--- config.mk ---
export PLATFORM = sky130hd
export DESIGN_NAME = arp_tx_sched_flat
export DESIGN_NICKNAME = d
export VERILOG_FILES = /design/src/rtl/arp_pkg.sv /design/src/rtl/arp_tx_sched_if.sv /design/src/rtl/arp_req_fifo.sv /design/src/rtl/arp_tx_sched.sv /design/src/flat_wrapper.sv
export SDC_FILE = /design/constraint.sdc
export NUM_CORES = 1
export LEC_CHECK = 0
export BUFFER_PORTS_ARGS = -buffer_cell sky130_fd_sc_hd__buf_4
export CAP_MARGIN = 30
export CORE_ASPECT_RATIO = 1.4
export CORE_MARGIN = 10
export CORE_UTILIZATION = 50
export CTS_CLUSTER_SIZE = 25
export DETAILED_ROUTE_END_ITERATION = 10
export HOLD_SLACK_MARGIN = 0.1
export PLACE_DENSITY = 0.67
export SYNTH_ARGS = -nofsm -noshare
export SYNTH_HDL_FRONTEND = slang
export SYNTH_SLANG_ARGS = --single-unit
--- constraint.sdc ---
create_clock -name clk -period 5.6 [get_ports clk]
set_input_delay 0.28 -clock clk [delete_from_list [all_inputs] [get_ports clk]]
set_output_delay 0.28 -clock clk [all_outputs]
set_load 0.005 [all_outputs]
--- src/rtl/arp_pkg.sv ---
// Shared definitions for the ARP transmit scheduler: FSM encoding, ARP opcodes,
// broadcast address and the queued request record.
package arp_pkg;

  typedef enum logic [1:0] {
    ST_IDLE,
    ST_SEND,
    ST_WAIT,
    ST_GAP
  } sched_state_t;

  localparam logic [15:0] ARP_OP_REQ   = 16'h0001;
  localparam logic [15:0] ARP_OP_REPLY = 16'h0002;
  localparam logic [47:0] BCAST_MAC    = 48'hffff_ffff_ffff;

  typedef struct packed {
    logic [47:0] mac;
    logic [31:0] ip;
  } arp_req_t;

  // Gratuitous announcements go out as requests, answers as replies.
  function automatic logic [15:0] arp_opcode(input logic grat);
    return grat ? ARP_OP_REQ : ARP_OP_REPLY;
  endfunction

endpackage

--- src/rtl/arp_tx_sched_if.sv ---
// Request (RX parser side) and frame issue (transmitter side) handshakes of the
// ARP transmit scheduler.
interface arp_tx_sched_if;
  import arp_pkg::*;

  logic        req_valid;
  logic        req_ready;
  logic [47:0] req_mac;
  logic [31:0] req_ip;
  logic        tx_send;
  logic        tx_grat;
  logic [47:0] tx_dest_mac;
  logic [31:0] tx_dest_ip;
  logic        tx_done;

  modport master (
    input  req_valid, req_mac, req_ip, tx_done,
    output req_ready, tx_send, tx_grat, tx_dest_mac, tx_dest_ip
  );

  modport slave (
    output req_valid, req_mac, req_ip, tx_done,
    input  req_ready, tx_send, tx_grat, tx_dest_mac, tx_dest_ip
  );

endinterface

--- src/rtl/arp_req_fifo.sv ---
// Synchronous request FIFO with combinational head read; pointers carry one
// extra wrap bit so full and empty are distinguishable.
module arp_req_fifo #(
  parameter int DEPTH = 4,
  parameter int WIDTH = 80
) (
  input  logic                   clk,
  input  logic                   areset_n,
  input  logic                   push,
  input  logic                   pop,
  input  logic [WIDTH-1:0]       din,
  output logic [WIDTH-1:0]       dout,
  output logic                   full,
  output logic                   empty,
  output logic [$clog2(DEPTH):0] count
);

  localparam int AW = $clog2(DEPTH);

  logic [WIDTH-1:0] mem [DEPTH];
  logic [AW:0]      wr_ptr;
  logic [AW:0]      rd_ptr;
  logic             do_push;
  logic             do_pop;

  assign full    = (wr_ptr[AW] != rd_ptr[AW]) && (wr_ptr[AW-1:0] == rd_ptr[AW-1:0]);
  assign empty   = (wr_ptr == rd_ptr);
  assign count   = wr_ptr - rd_ptr;
  assign do_push = push && !full;
  assign do_pop  = pop && !empty;
  assign dout    = mem[rd_ptr[AW-1:0]];

  always_ff @(posedge clk or negedge areset_n) begin
    if (!areset_n) begin
      wr_ptr <= '0;
      rd_ptr <= '0;
    end else begin
      if (do_push) wr_ptr <= wr_ptr + 1'b1;
      if (do_pop)  rd_ptr <= rd_ptr + 1'b1;
    end
  end

  // Storage needs no reset: the pointers alone define what is valid.
  always_ff @(posedge clk) begin
    if (do_push) mem[wr_ptr[AW-1:0]] <= din;
  end

endmodule

--- src/rtl/arp_tx_sched.sv ---
// Sequences ARP replies and periodic gratuitous announcements toward the frame
// transmitter, one frame at a time with a done/timeout wait and an idle gap.
module arp_tx_sched
  import arp_pkg::*;
#(
  parameter int FIFO_DEPTH  = 4,
  parameter int GRAT_PERIOD = 125000000,
  parameter int MAX_BURST   = 4,
  parameter int GAP_CYCLES  = 12,
  parameter int TX_TIMEOUT  = 4096
) (
  input  logic                        clk,
  input  logic                        areset_n,
  arp_tx_sched_if.master              bus,
  input  logic                        grat_en,
  input  logic [31:0]                 my_ip,
  output logic [$clog2(FIFO_DEPTH):0] pending,
  output logic [15:0]                 drop_cnt,
  output logic [7:0]                  tmo_cnt
);

  localparam int CW = $clog2(TX_TIMEOUT > GAP_CYCLES ? TX_TIMEOUT : GAP_CYCLES) + 1;
  localparam int BW = $clog2(MAX_BURST + 1);
  localparam logic [31:0]   GRAT_LAST = 32'(GRAT_PERIOD - 1);
  localparam logic [CW-1:0] TMO_LAST  = CW'(TX_TIMEOUT - 1);
  localparam logic [CW-1:0] GAP_LAST  = CW'(GAP_CYCLES - 1);
  localparam logic [BW-1:0] BURST_MAX = BW'(MAX_BURST);

  sched_state_t  state, state_nxt;
  arp_req_t      head;
  logic          fifo_full, fifo_empty;
  logic          pick_grat, pick_reply, timeout;
  logic [CW-1:0] cnt, cnt_nxt;
  logic [31:0]   timer;
  logic          grat_pend;
  logic [BW-1:0] burst;
  logic          grat_q;
  logic [47:0]   mac_q;
  logic [31:0]   ip_q;

  arp_req_fifo #(.DEPTH(FIFO_DEPTH), .WIDTH(80)) u_fifo (
    .clk      (clk),
    .areset_n (areset_n),
    .push     (bus.req_valid),
    .pop      (pick_reply),
    .din      ({bus.req_mac, bus.req_ip}),
    .dout     (head),
    .full     (fifo_full),
    .empty    (fifo_empty),
    .count    (pending)
  );

  assign bus.req_ready   = !fifo_full;
  assign bus.tx_send     = (state == ST_SEND);
  assign bus.tx_grat     = grat_q;
  assign bus.tx_dest_mac = mac_q;
  assign bus.tx_dest_ip  = ip_q;

  // A single pending flag: an expiry while one is already pending is absorbed.
  always_ff @(posedge clk or negedge areset_n) begin
    if (!areset_n) begin
      timer     <= '0;
      grat_pend <= 1'b0;
      burst     <= '0;
    end else begin
      if (!grat_en) begin
        timer     <= '0;
        grat_pend <= 1'b0;
      end else begin
        timer <= (timer == GRAT_LAST) ? '0 : timer + 32'd1;
        if (pick_grat)                grat_pend <= 1'b0;
        else if (timer == GRAT_LAST)  grat_pend <= 1'b1;
      end
      if (!grat_pend || pick_grat)               burst <= '0;
      else if (pick_reply && burst != BURST_MAX) burst <= burst + 1'b1;
    end
  end

  always_comb begin
    state_nxt  = state;
    cnt_nxt    = cnt;
    pick_grat  = 1'b0;
    pick_reply = 1'b0;
    timeout    = 1'b0;
    case (state)
      ST_IDLE: begin
        if (grat_pend && (fifo_empty || burst == BURST_MAX)) begin
          pick_grat = 1'b1;
          state_nxt = ST_SEND;
        end else if (!fifo_empty) begin
          pick_reply = 1'b1;
          state_nxt  = ST_SEND;
        end
      end
      ST_SEND: begin
        state_nxt = ST_WAIT;
        cnt_nxt   = '0;
      end
      ST_WAIT: begin
        if (bus.tx_done) begin
          state_nxt = ST_GAP;
          cnt_nxt   = '0;
        end else if (cnt == TMO_LAST) begin
          timeout   = 1'b1;
          state_nxt = ST_GAP;
          cnt_nxt   = '0;
        end else begin
          cnt_nxt = cnt + 1'b1;
        end
      end
      ST_GAP: begin
        if (cnt == GAP_LAST) begin
          state_nxt = ST_IDLE;
          cnt_nxt   = '0;
        end else begin
          cnt_nxt = cnt + 1'b1;
        end
      end
      default: state_nxt = ST_IDLE;
    endcase
  end

  // Destination registers hold from the pick until the next pick.
  always_ff @(posedge clk or negedge areset_n) begin
    if (!areset_n) begin
      state    <= ST_IDLE;
      cnt      <= '0;
      grat_q   <= 1'b0;
      mac_q    <= '0;
      ip_q     <= '0;
      drop_cnt <= '0;
      tmo_cnt  <= '0;
    end else begin
      state <= state_nxt;
      cnt   <= cnt_nxt;
      if (pick_grat) begin
        grat_q <= 1'b1;
        mac_q  <= BCAST_MAC;
        ip_q   <= my_ip;
      end else if (pick_reply) begin
        grat_q <= 1'b0;
        mac_q  <= head.mac;
        ip_q   <= head.ip;
      end
      if (timeout && tmo_cnt != '1)                       tmo_cnt  <= tmo_cnt + 8'd1;
      if (bus.req_valid && fifo_full && drop_cnt != '1)   drop_cnt <= drop_cnt + 16'd1;
    end
  end

endmodule

--- src/flat_wrapper.sv ---
// flat-port wrapper written by rule: the top's interface ports become plain ports
module arp_tx_sched_flat import arp_pkg::*;
#(
  parameter int FIFO_DEPTH  = 4,
  parameter int GRAT_PERIOD = 125000000,
  parameter int MAX_BURST   = 4,
  parameter int GAP_CYCLES  = 12,
  parameter int TX_TIMEOUT  = 4096
)
  (clk, areset_n, grat_en, my_ip, pending, drop_cnt, tmo_cnt, bus_req_valid, bus_req_mac, bus_req_ip, bus_tx_done, bus_req_ready, bus_tx_send, bus_tx_grat, bus_tx_dest_mac, bus_tx_dest_ip);
  arp_tx_sched_if bus_i ();
  input  logic clk;
  input  logic areset_n;
  input  logic grat_en;
  input  logic [31:0] my_ip;
  output logic [$clog2(FIFO_DEPTH):0] pending;
  output logic [15:0] drop_cnt;
  output logic [7:0] tmo_cnt;
  input wire logic [$bits(bus_i.req_valid)-1:0] bus_req_valid;
  input wire logic [$bits(bus_i.req_mac)-1:0] bus_req_mac;
  input wire logic [$bits(bus_i.req_ip)-1:0] bus_req_ip;
  input wire logic [$bits(bus_i.tx_done)-1:0] bus_tx_done;
  output wire logic [$bits(bus_i.req_ready)-1:0] bus_req_ready;
  output wire logic [$bits(bus_i.tx_send)-1:0] bus_tx_send;
  output wire logic [$bits(bus_i.tx_grat)-1:0] bus_tx_grat;
  output wire logic [$bits(bus_i.tx_dest_mac)-1:0] bus_tx_dest_mac;
  output wire logic [$bits(bus_i.tx_dest_ip)-1:0] bus_tx_dest_ip;
  assign bus_i.req_valid = bus_req_valid;
  assign bus_i.req_mac = bus_req_mac;
  assign bus_i.req_ip = bus_req_ip;
  assign bus_i.tx_done = bus_tx_done;
  assign bus_req_ready = bus_i.req_ready;
  assign bus_tx_send = bus_i.tx_send;
  assign bus_tx_grat = bus_i.tx_grat;
  assign bus_tx_dest_mac = bus_i.tx_dest_mac;
  assign bus_tx_dest_ip = bus_i.tx_dest_ip;
  arp_tx_sched #(.FIFO_DEPTH(FIFO_DEPTH), .GRAT_PERIOD(GRAT_PERIOD), .MAX_BURST(MAX_BURST), .GAP_CYCLES(GAP_CYCLES), .TX_TIMEOUT(TX_TIMEOUT)) u_core (.clk(clk), .areset_n(areset_n), .bus(bus_i), .grat_en(grat_en), .my_ip(my_ip), .pending(pending), .drop_cnt(drop_cnt), .tmo_cnt(tmo_cnt));
endmodule
==> impl_results.md, run 1 <==
- DR iter-0 viols: 771
- Mapped cell area: 0.01939 mm2
- Syn nets: 1317
- Average wire per standard cell: 20.83 um
- Total GRT Usage: 18.40%
- Status: completed
- Critical path type: reg -> reg
- Via-per-instance ratio: 5.430
- Vias: 11380
- # setup viols final: 0
- Crit path from: u_core.u_fifo.rd_ptr[1]
- Layout cells sized above 1: 31.04%
- Post-synthesis xor/xnor area fraction: 1.988%
- Residual DRC: 0
- Core Region: 0.03839 mm2
- Final Hold Vio Count: 0
- Internal power: 8.404 mW
- Nets: 1666
- Tot Pwr: 11.96 mW
- I/O pin cnt: 227
- Post-DP HPWL: 27380 um
- Post-CTS sizing: 0
- DIE AREA: 0.04716 mm2
- Setup TNS: 0 ns
- Clock root buffer: clkbuf_16
- DR pass1 iterations: 7
- Required @ worst endpoint: 6.05 ns
- Slowest CP cell: dfrtp_4
- First-pass GRT wire length: 68840 um
- CP Max Fanout: 61
- Global placement routability congestion: 0.8132
- GRT Residual Overflow: 0
- RSZ-0062 raised after global routing: no
- Routed WL: 43630 um
- Synth top area cells: edfxtp_1, dfrtp_1, mux4_2
- Max cap viols: 0
- Post-synth EDFFs: 320
- TritonCTS Buffers: 46
- Unique masters post-synth: 59
- Sequential fraction of the synthesis area: 70.47%
- Avg Cell Area, Syn: 16.40 um2
- H-tree Lvls: 2
- Post-layout min period: 3.632 ns
- Hold path start: bus_tx_done
- Die height: 253.0 um
- Port bufs: 226
- Combinational share of power: 30.7%
- Clock Pin Slew Worst Setup and Hold Paths: 0.06 ns
- Die Wd: 186.4 um
- Commonest non-fill, non-tap cells in the layout: edfxtp_1, buf_4, dfrtp_1, nor2_1, dlygate4sd3_1
- Multiplexer share of the synthesized area: 13.40%
- P_sw: 3.556 mW
- Largest net degree at the start of global routing: 65
- Post-Synth Simple-Gate Area: 7.725%
- FF+latch count, synth: 482
- Vias in the first global route: 12120
- Async S/R FF share, synth: 33.61%
- Slew HR: 39.07%
- Crit-path max cell delay: 0.78 ns
- Leakage: 9.092 nW
- Clk_lat worst skew: 0.56 ns
- Largest area contributor in the netlist: edfxtp_1
- Final core area utilization: 63.38%
- CP top delay family: simple AND/OR/NAND/NOR gates
- Peak VDD IR: 333.1 uV
- Post CTS Setup Buffer Count: 0
- Max Freq: 275.3 MHz
- Routed Antenna Nets: 0
- Final Cycle Share: 64.86%
- Power per cell area: 491.5 mW/mm2
- Clock Path Buffers: 3
- Clock Skew: 0.01306 ns
- CTS Hold Bufs: 114
- Syn Inst Count: 1182
- R2r startpoint: u_core.u_fifo.rd_ptr[1]
- Startpoint types: register
- Synth Area in Compound Gates: 3.375%
- Most used DFF post-synth: edfxtp_1
- Switching Share: 29.73%
- Initial antenna violation count: 6
- Clock Sinks: 482
- TritonCTS clock tree: yes
- Critical path data arrival time: 4.08 ns
- Post-Synth Adder-Cell Area: 1.200%
- Most common cell after layout, fill and taps aside: edfxtp_1
- Row Count: 85
- Layout area overhead: 25.51%
- Buf+Inv Stages, Crit Path: 2
- Synth top area share: 49.56%
- Type of the tightest min-delay check: in -> reg
- YS warnings: 0
- Clock network power share: 26.0%
- Sequential power share: 43.3%
- Initial core utilization: 50.50%
- Actual slew at the worst max-slew pin: 0.9139 ns
- Max-slew violations: 0
- Main combinational cell family by area after synthesis: multiplexers
- Worst-path cell chain: inv_1 -> ha_1 -> nand2_1 -> o21ai_0 -> nand3_4 -> buf_4 -> mux2_2
- Crit. End Element: register
-- power groups by stage --
| stage | clock [mW] | sequential [mW] | combinational (mW) |
|---|---|---|---|
| after floorplan | 0 | 5.14 | 2.30 |
| after global placement | 0 | 5.21 | 3.61 |
| after detailed placement | 0 | 5.25 | 3.66 |
| after CTS | 3.17 | 5.18 | 3.74 |
| after global routing | 3.32 | 5.26 | 4.04 |
| final | 3.11 | 5.18 | 3.67 |
-- cell usage after synthesis (3+ instances only) --
master    instances
edfxtp_1        320
dfrtp_1         162
nor2_1          130
mux4_2           80
mux2_2           68
a21oi_1          65
nand2_1          31
buf_2            29
nand3_1          29
xnor2_1          26
inv_1            20
clkbuf_1         19
nand4_1          18
nor3_1           18
o21ai_0          18
xor2_1           18
ha_1             17
nor4_1           15
or3_1            10
and3_1            8
o31ai_1           8
or4_1             8
and2_1            7
and4_1            4
buf_6             4
o211ai_1          4
mux2i_1           3
nor4bb_1          3
or4_4             3
-- layer usage --
metal	track usage (%)	vias to the layer above	wire length, um	share of wire (%)
li1	-	5222	-	-
met1	22.47	5797	17630	40
met2	32.62	287	23020	53
met3	3.455	65	1997	4.6
met4	5.354	4	965	2.2
met5	0	-	21	0.048
-- worst paths after layout --
| path | to | cells past startpoint | slack, ns |
|---|---|---|---|
| min | u_core.cnt[8] | 4 | 0.22 |
| min reg2reg | u_core.tmo_cnt[6] | 1 | 0.51 |
| max reg2reg | u_core.bus.tx_dest_ip[16] | 7 | 1.97 |
| max in group asynchronous | u_core.bus.tx_dest_mac[33] | 3 | 4.00 |
| max | u_core.bus.tx_dest_ip[16] | 7 | 1.97 |
| min in group asynchronous | u_core.drop_cnt[11] | 2 | 0.31 |
-- sequential cells by signal, summed over array words and instances, names as in the netlist, 2 cells and up --
name and count:
u_core.u_fifo.rd_ptr 3, u_core.drop_cnt 16, u_core.tmo_cnt 8, u_core.u_fifo.mem 320
u_core.state 2, u_core.bus.tx_dest_mac 48, u_core.burst 3, u_core.timer 32
u_core.bus.tx_dest_ip 32, u_core.cnt 13, u_core.u_fifo.wr_ptr 3
-- layout make-up --
type                       count  area [um2]
fill                        2784       14060
sequential                   482       13670
multi-input combinational    624        5411
timing repair buffer         357        2989
clock buffer                  60        1275
tap                          522       653.1
clock inverter                26       249.0
inverter                      20       75.07
antenna                        4       10.01
-- tightest hold or removal path, cell delays in order --
cell and delay [ns]:
buf_4 0.08, nor2b_1 0.11, nor3_1 0.20, nor4_1 0.08
-- kinds of logic (layout without fill, tap and decap cells) --
family / after synthesis / after routing
fa+ha+maj: 18 / 18
simple gates: 298 / 298
flops: 482 / 482
xor+xnor: 44 / 44
buf+inv: 76 / 463
other cells: 0 / 4
mux: 151 / 151
compound gates: 113 / 113
-- per-stage QoR --
step           hold slack (ns)  setup slack (ns)  cells  area, um2
5_1_grt                 0.2286             1.759   2095      24330
4_1_cts                 0.2098             1.953   2090      24300
3_3_place_gp            0.3337             2.042   1890      21630
2_1_floorplan         -0.01559             1.211   1182      19390
6_report                0.2182             1.968   2095      24330
3_5_place_dp            0.3409             1.955   1890      21630
Note: power is estimated with default switching activity, not from simulation.
==> run 2, diff against run 1 <==
Clock period 5.6 ns to 3.4 ns, I/O delays scaled along.
==> run 2 against run 1 <==
Compared with the run above:
- first-iteration DRC count down 6.6%
- sequential share of layout area down 0.64 points
- critical path type unchanged
- count of clock-buffer cells in the layout up 4
- largest power group unchanged
- critical path depth down 1
- worst setup slack worse by 1.0 ns
==> impl_results.md, run 2 (same netlist as run 1, synthesis figures left out) <==
- Vias: 11460
- Type of the tightest min-delay check: in -> async
- Critical path data arrival time: 2.73 ns
- Final WS setup: 0.9187 ns
- Port bufs: 226
- Total GRT Usage: 18.75%
- Startpoint types: register
- Post-layout min period: 2.481 ns
- Leakage: 9.222 nW
- Initial core utilization: 50.50%
- Routed Antenna Nets: 0
- DIE AREA: 0.04716 mm2
- DR iter-0 viols: 720
- CP Max Fanout: 25
- H-tree Lvls: 2
- Clock Pin Slew Worst Setup and Hold Paths: 0.06 ns
- R2r setup slk: 0.92 ns
- Die Wd: 186.4 um
- Worst Reg-to-Reg Cells: 6
- Layout area overhead: 26.96%
- TritonCTS clock tree: yes
- Clock Sinks: 482
- DR pass1 iterations: 5
- Slew HR: 47.35%
- Seq. cell area: 0.01367 mm2
- Core Region: 0.03839 mm2
- Power per cell area: 814.2 mW/mm2
- GRT Residual Overflow: 0
- Nets: 1682
- Residual DRC: 0
- Layout cells sized above 1: 31.48%
- Most common cell after layout, fill and taps aside: edfxtp_1
- TritonCTS Buffers: 47
- Routed WL: 44320 um
- Clock Path Buffers: 3
- Row Count: 85
- Post-DP HPWL: 27620 um
- Initial antenna violation count: 2
- DP Worst Slack: 0.9102 ns
- Crit. End Element: register
- I/O pin cnt: 227
- Setup TNS: 0 ns
- Largest net degree at the start of global routing: 83
- Fill count: 2781
- Critical path type: reg -> reg
- First-pass GRT wire length: 69920 um
- Max reg flops: 320
- Required @ worst endpoint: 3.65 ns
- Multi-input logic area: 0.005411 mm2
- Max cap viols: 0
- Post-CTS sizing: 0
- Via-per-instance ratio: 5.431
- # setup viols final: 0
- Peak VDD IR: 573.4 uV
- Max-slew violations: 0
- Die height: 253.0 um
- Commonest non-fill, non-tap cells in the layout: edfxtp_1, buf_4, dfrtp_1, nor2_1, dlygate4sd3_1
- Final Cycle Share: 72.98%
- Status: completed
- Worst Hold Margin: 0.2440 ns
- Average wire per standard cell: 21.00 um
- Clock root buffer: clkbuf_16
- Max Freq: 403.0 MHz
- Vias in the first global route: 12130
- Clock Skew: 0.02125 ns
- RSZ-0062 raised after global routing: no
- Final Hold Vio Count: 0
- Actual slew at the worst max-slew pin: 0.7825 ns
- Global placement routability congestion: 0.7627
- Clk_lat worst skew: 0.57 ns
## run 2: cell types whose count changed in the layout (fill, tap and decap cells not counted), sizes merged
cell         change
bufinv           +2
inv              -1
dlygate4sd3      +2
clkbuf           +4
buf             +13
clkinvlp         -1
clkinv           -3
## run 2: final timing paths
path / endpoint / from
worst max-delay path: u_core.u_fifo.mem[3][2] / u_core.u_fifo.wr_ptr[0]
worst min-delay path: u_core.drop_cnt[4] / areset_n
worst max register to register: u_core.u_fifo.mem[3][2] / u_core.u_fifo.wr_ptr[0]
worst min register to register: u_core.tmo_cnt[6] / u_core.tmo_cnt[6]
max in group asynchronous: u_core.bus.tx_dest_mac[7] / areset_n
min in group clk: u_core.u_fifo.mem[2][28] / bus_req_ip[28]
## run 2: worst max-delay path, cell delays in order (launching register included)
cell     delay [ns]
dfrtp_1        0.40
inv_1          0.15
ha_1           0.29
nand2_1        0.19
o21a_1         0.27
and2_4         0.50
buf_4          0.34
## run 2: per-stage QoR
step | cells | instance area, um2 | utilization [%] | total power [mW]
after floorplan | 1182 | 19390 | - | 12.20
after global placement | 1904 | 21860 | 56.94 | 14.68
after detailed placement | 1904 | 21860 | 56.94 | 14.83
after CTS | 2107 | 24600 | 64.08 | 20.28
after global routing | 2108 | 24610 | 64.09 | 21.12
final | 2111 | 24610 | 64.11 | 20.04
## run 2: where the power goes
part	total (mW)	internal (mW)	leakage (nW)	switching, mW
sequential	8.49	7.84	4.95	0.653
clock	5.33	3.14	0.772	2.19
combinational	6.22	3.17	3.50	3.06
total	20.0	14.1	9.22	5.89
## run 2: routing by layer
metal	wire length, um	up-vias	track usage, %
li1	-	5268	-
met1	17930	5867	23.09
met2	23420	268	33.17
met3	2050	61	3.373
met4	925	0	5.377
met5	0	-	0
## run 2: final cells by class
cell class	count	share of cell area (%)
flip-flops and latches	482	55.54
multi-input cells	624	21.99
repair buffers	372	13.05
clock buffers	64	5.287
well taps	522	2.654
clock inverters	23	1.139
inverters	20	0.3050
diodes	4	0.04067
## run 2: timing repair
action / CTS / global route
hold endpoints to repair: 435 / 0
hold buffers: 116 / 0
setup buffers: 0 / 0
==> run 3, diff against run 2 <==
Settings changed: ABC_AREA set to 1, PLACE_DENSITY 0.67 to 0.69.
Clock period 3.4 ns to 2.25 ns, I/O delays scaled along.
==> run 3 against run 2 <==
Compared with the run above:
- sequential power increased by 50%
- largest cell class unchanged
- largest power group unchanged
- non-clock buffer count is 13 higher
- utilization fell by 0.42 points
==> impl_results.md, run 3 <==
- Status: completed
- Clock Path Buffers: 3
- Final Hold Vio Count: 0
- # setup viols final: 0
- Synth top area share: 46.48%
- Most used DFF post-synth: edfxtp_1
- FF+latch count, synth: 482
- Initial core utilization: 50.34%
- Initial antenna violation count: 2
- RSZ-0062 raised after global routing: no
- Average wire per standard cell: 18.15 um
- DR pass1 iterations: 5
- Die height: 260.6 um
- Final Non-Filler Cells: 2971
- Nets: 2525
- Syn nets: 2182
- TritonCTS Buffers: 46
- DR iter-0 viols: 1143
- Post-DP HPWL: 33420 um
- Sequential power share: 39.1%
- Routed WL: 53930 um
- Clk_lat worst skew: 0.58 ns
- Clock Pin Slew Worst Setup and Hold Paths: 0.06 ns
- Residual DRC: 0
- Setup TNS: 0 ns
- Crit. End Element: output port
- Vias: 15610
- Post CTS Setup Buffer Count: 0
- Peak VDD IR: 871.9 uV
- Clock network power share: 25.7%
- I/O pin cnt: 227
- Largest area contributor in the netlist: edfxtp_1
- Clock Skew: 0.01525 ns
- Final core area utilization: 63.69%
- Actual slew at the worst max-slew pin: 0.7626 ns
- Layout cells sized above 1: 15.44%
- Combinational share of power: 35.2%
- Max cap viols: 0
- Synth top area cells: edfxtp_1, dfrtp_1, nand2_1
- Global placement routability congestion: 0.8701
- Port bufs: 226
- DIE AREA: 0.05000 mm2
- Max-slew violations: 0
- Row Count: 88
- Type of the tightest min-delay check: in -> async
- Internal power: 21.02 mW
- Clock root buffer: clkbuf_16
- Unique masters post-synth: 35
- Commonest non-fill, non-tap cells in the layout: nand2_1, edfxtp_1, buf_4, nand3_1, dfrtp_1
- Vias in the first global route: 15650
- Power per cell area: 1242 mW/mm2
- Required @ worst endpoint: 2.14 ns
- Post-synth EDFFs: 320
- YS warnings: 0
- Startpoint types: register
- First-pass GRT wire length: 84360 um
- Slew HR: 49.10%
- Post-layout min period: 2.172 ns
- Mapped cell area: 0.02067 mm2
- Final WS setup: 0.07775 ns
- Synth cell count leaders: nand2_1, edfxtp_1, nand3_1, dfrtp_1, nor2_1
- Seq. cell area: 0.01367 mm2
- H-tree Lvls: 2
- Placed cells: 2764
- Routed Antenna Nets: 0
- Switching Share: 35.31%
- Total GRT Usage: 21.28%
- Worst Hold Margin: 0.09292 ns
- Max reg flops: 320
- CP Max Fanout: 21
- Avg Cell Area, Syn: 10.10 um2
- GRT Residual Overflow: 0
- Async S/R FF share, synth: 33.61%
- Final Cycle Share: 96.54%
- Layout area overhead: 26.51%
- Leakage: 11.13 nW
- Crit path from: u_core.u_fifo.rd_ptr[1]
- Sequential fraction of the synthesis area: 66.09%
- Multi-input logic area: 0.006247 mm2
- DP Worst Slack: 0.1916 ns
- Clock Sinks: 482
- Via-per-instance ratio: 5.255
- Fill count: 3216
- Critical path data arrival time: 2.06 ns
- Most common cell after layout, fill and taps aside: nand2_1
- P_sw: 11.48 mW
- Core Region: 0.04107 mm2
- Critical path type: reg -> out
- Die Wd: 191.9 um
- R2r startpoint: u_core.u_fifo.rd_ptr[0]
- Max Freq: 460.4 MHz
- TritonCTS clock tree: yes
- Top-count cell post-synth: nand2_1
- Largest net degree at the start of global routing: 134
- Syn Inst Count: 2047
[run 3: changes by cell type in the layout (fill, tap and decap cells not counted), sizes merged, moves of 14 or more]
cell and change:
a21oi -59, inv +98, nand2 +736, nand3 +216, nor2 +18, xnor2 -14, mux2 -68, nor4 -17
mux4 -80, o21a +46, nand4 +30
[run 3: cell families after synthesis]
| group | share of synthesized area [%] |
|---|---|
| AO/OA/AOI/OAI | 2.518 |
| XOR/XNOR | 1.610 |
| adder cells (fa/ha/maj) | 1.126 |
| buffers and inverters | 4.000 |
| flip-flops | 66.09 |
| AND/OR/NAND/NOR | 24.66 |
[run 3: repair_timing]
| action | CTS | global route |
|---|---|---|
| endpoints found under the setup margin | 2 | 1 |
| pin swaps | 0 | 0 |
| gates cloned | 1 | 1 |
| hold endpoints to repair | 533 | 0 |
| gates resized for setup | 1 | 0 |
| hold buffers | 116 | 0 |
[run 3: worst max-delay path, cell delays in order (launching register included)]
cell     delay [ns]
dfrtp_4        0.55
buf_16         0.19
fa_1           0.41
xor2_1         0.17
buf_4          0.16
[run 3: final timing paths]
check | cells past startpoint | end | slack, ns
min in group clk | 2 | u_core.u_fifo.mem[2][44] | 0.28
worst max register to register | 9 | u_core.bus.tx_dest_mac[6] | 0.15
worst min-delay path | 2 | u_core.drop_cnt[2] | 0.09
worst min register to register | 2 | u_core.bus.tx_dest_ip[7] | 0.48
worst max-delay path | 4 | pending[2] | 0.08
max in group asynchronous | 3 | u_core.timer[5] | 1.35
[run 3: metal layers]
metal	wire length, um	global-route usage [%]
met1	21690	25.94
met5	0	0
met3	3274	3.820
met2	27120	36.57
met4	1843	8.569
[run 3: layout make-up]
class | count | area share, %
sequential | 482 | 52.27
inverter | 119 | 1.736
antenna | 3 | 0.02870
tap | 540 | 2.583
timing repair buffer | 385 | 13.18
clock buffer | 58 | 4.846
clock inverter | 28 | 1.478
multi-input combinational | 1356 | 23.88
[run 3: stage by stage]
| stage | area [um2] | power, mW |
|---|---|---|
| 2_1_floorplan | 20750 | 19.32 |
| 3_3_place_gp | 23270 | 23.74 |
| 3_5_place_dp | 23270 | 24.01 |
| 4_1_cts | 26120 | 32.68 |
| 5_1_grt | 26150 | 34.52 |
| 6_report | 26160 | 32.50 |
[run 3: power groups by stage]
stage	Sequential (mW)	Combinational, mW	Clock [mW]
after global placement	12.8	11.0	0
after global routing	12.9	12.8	8.86
after CTS	12.7	11.5	8.48
after detailed placement	12.8	11.2	0
after floorplan	12.7	6.62	0
final	12.7	11.5	8.35
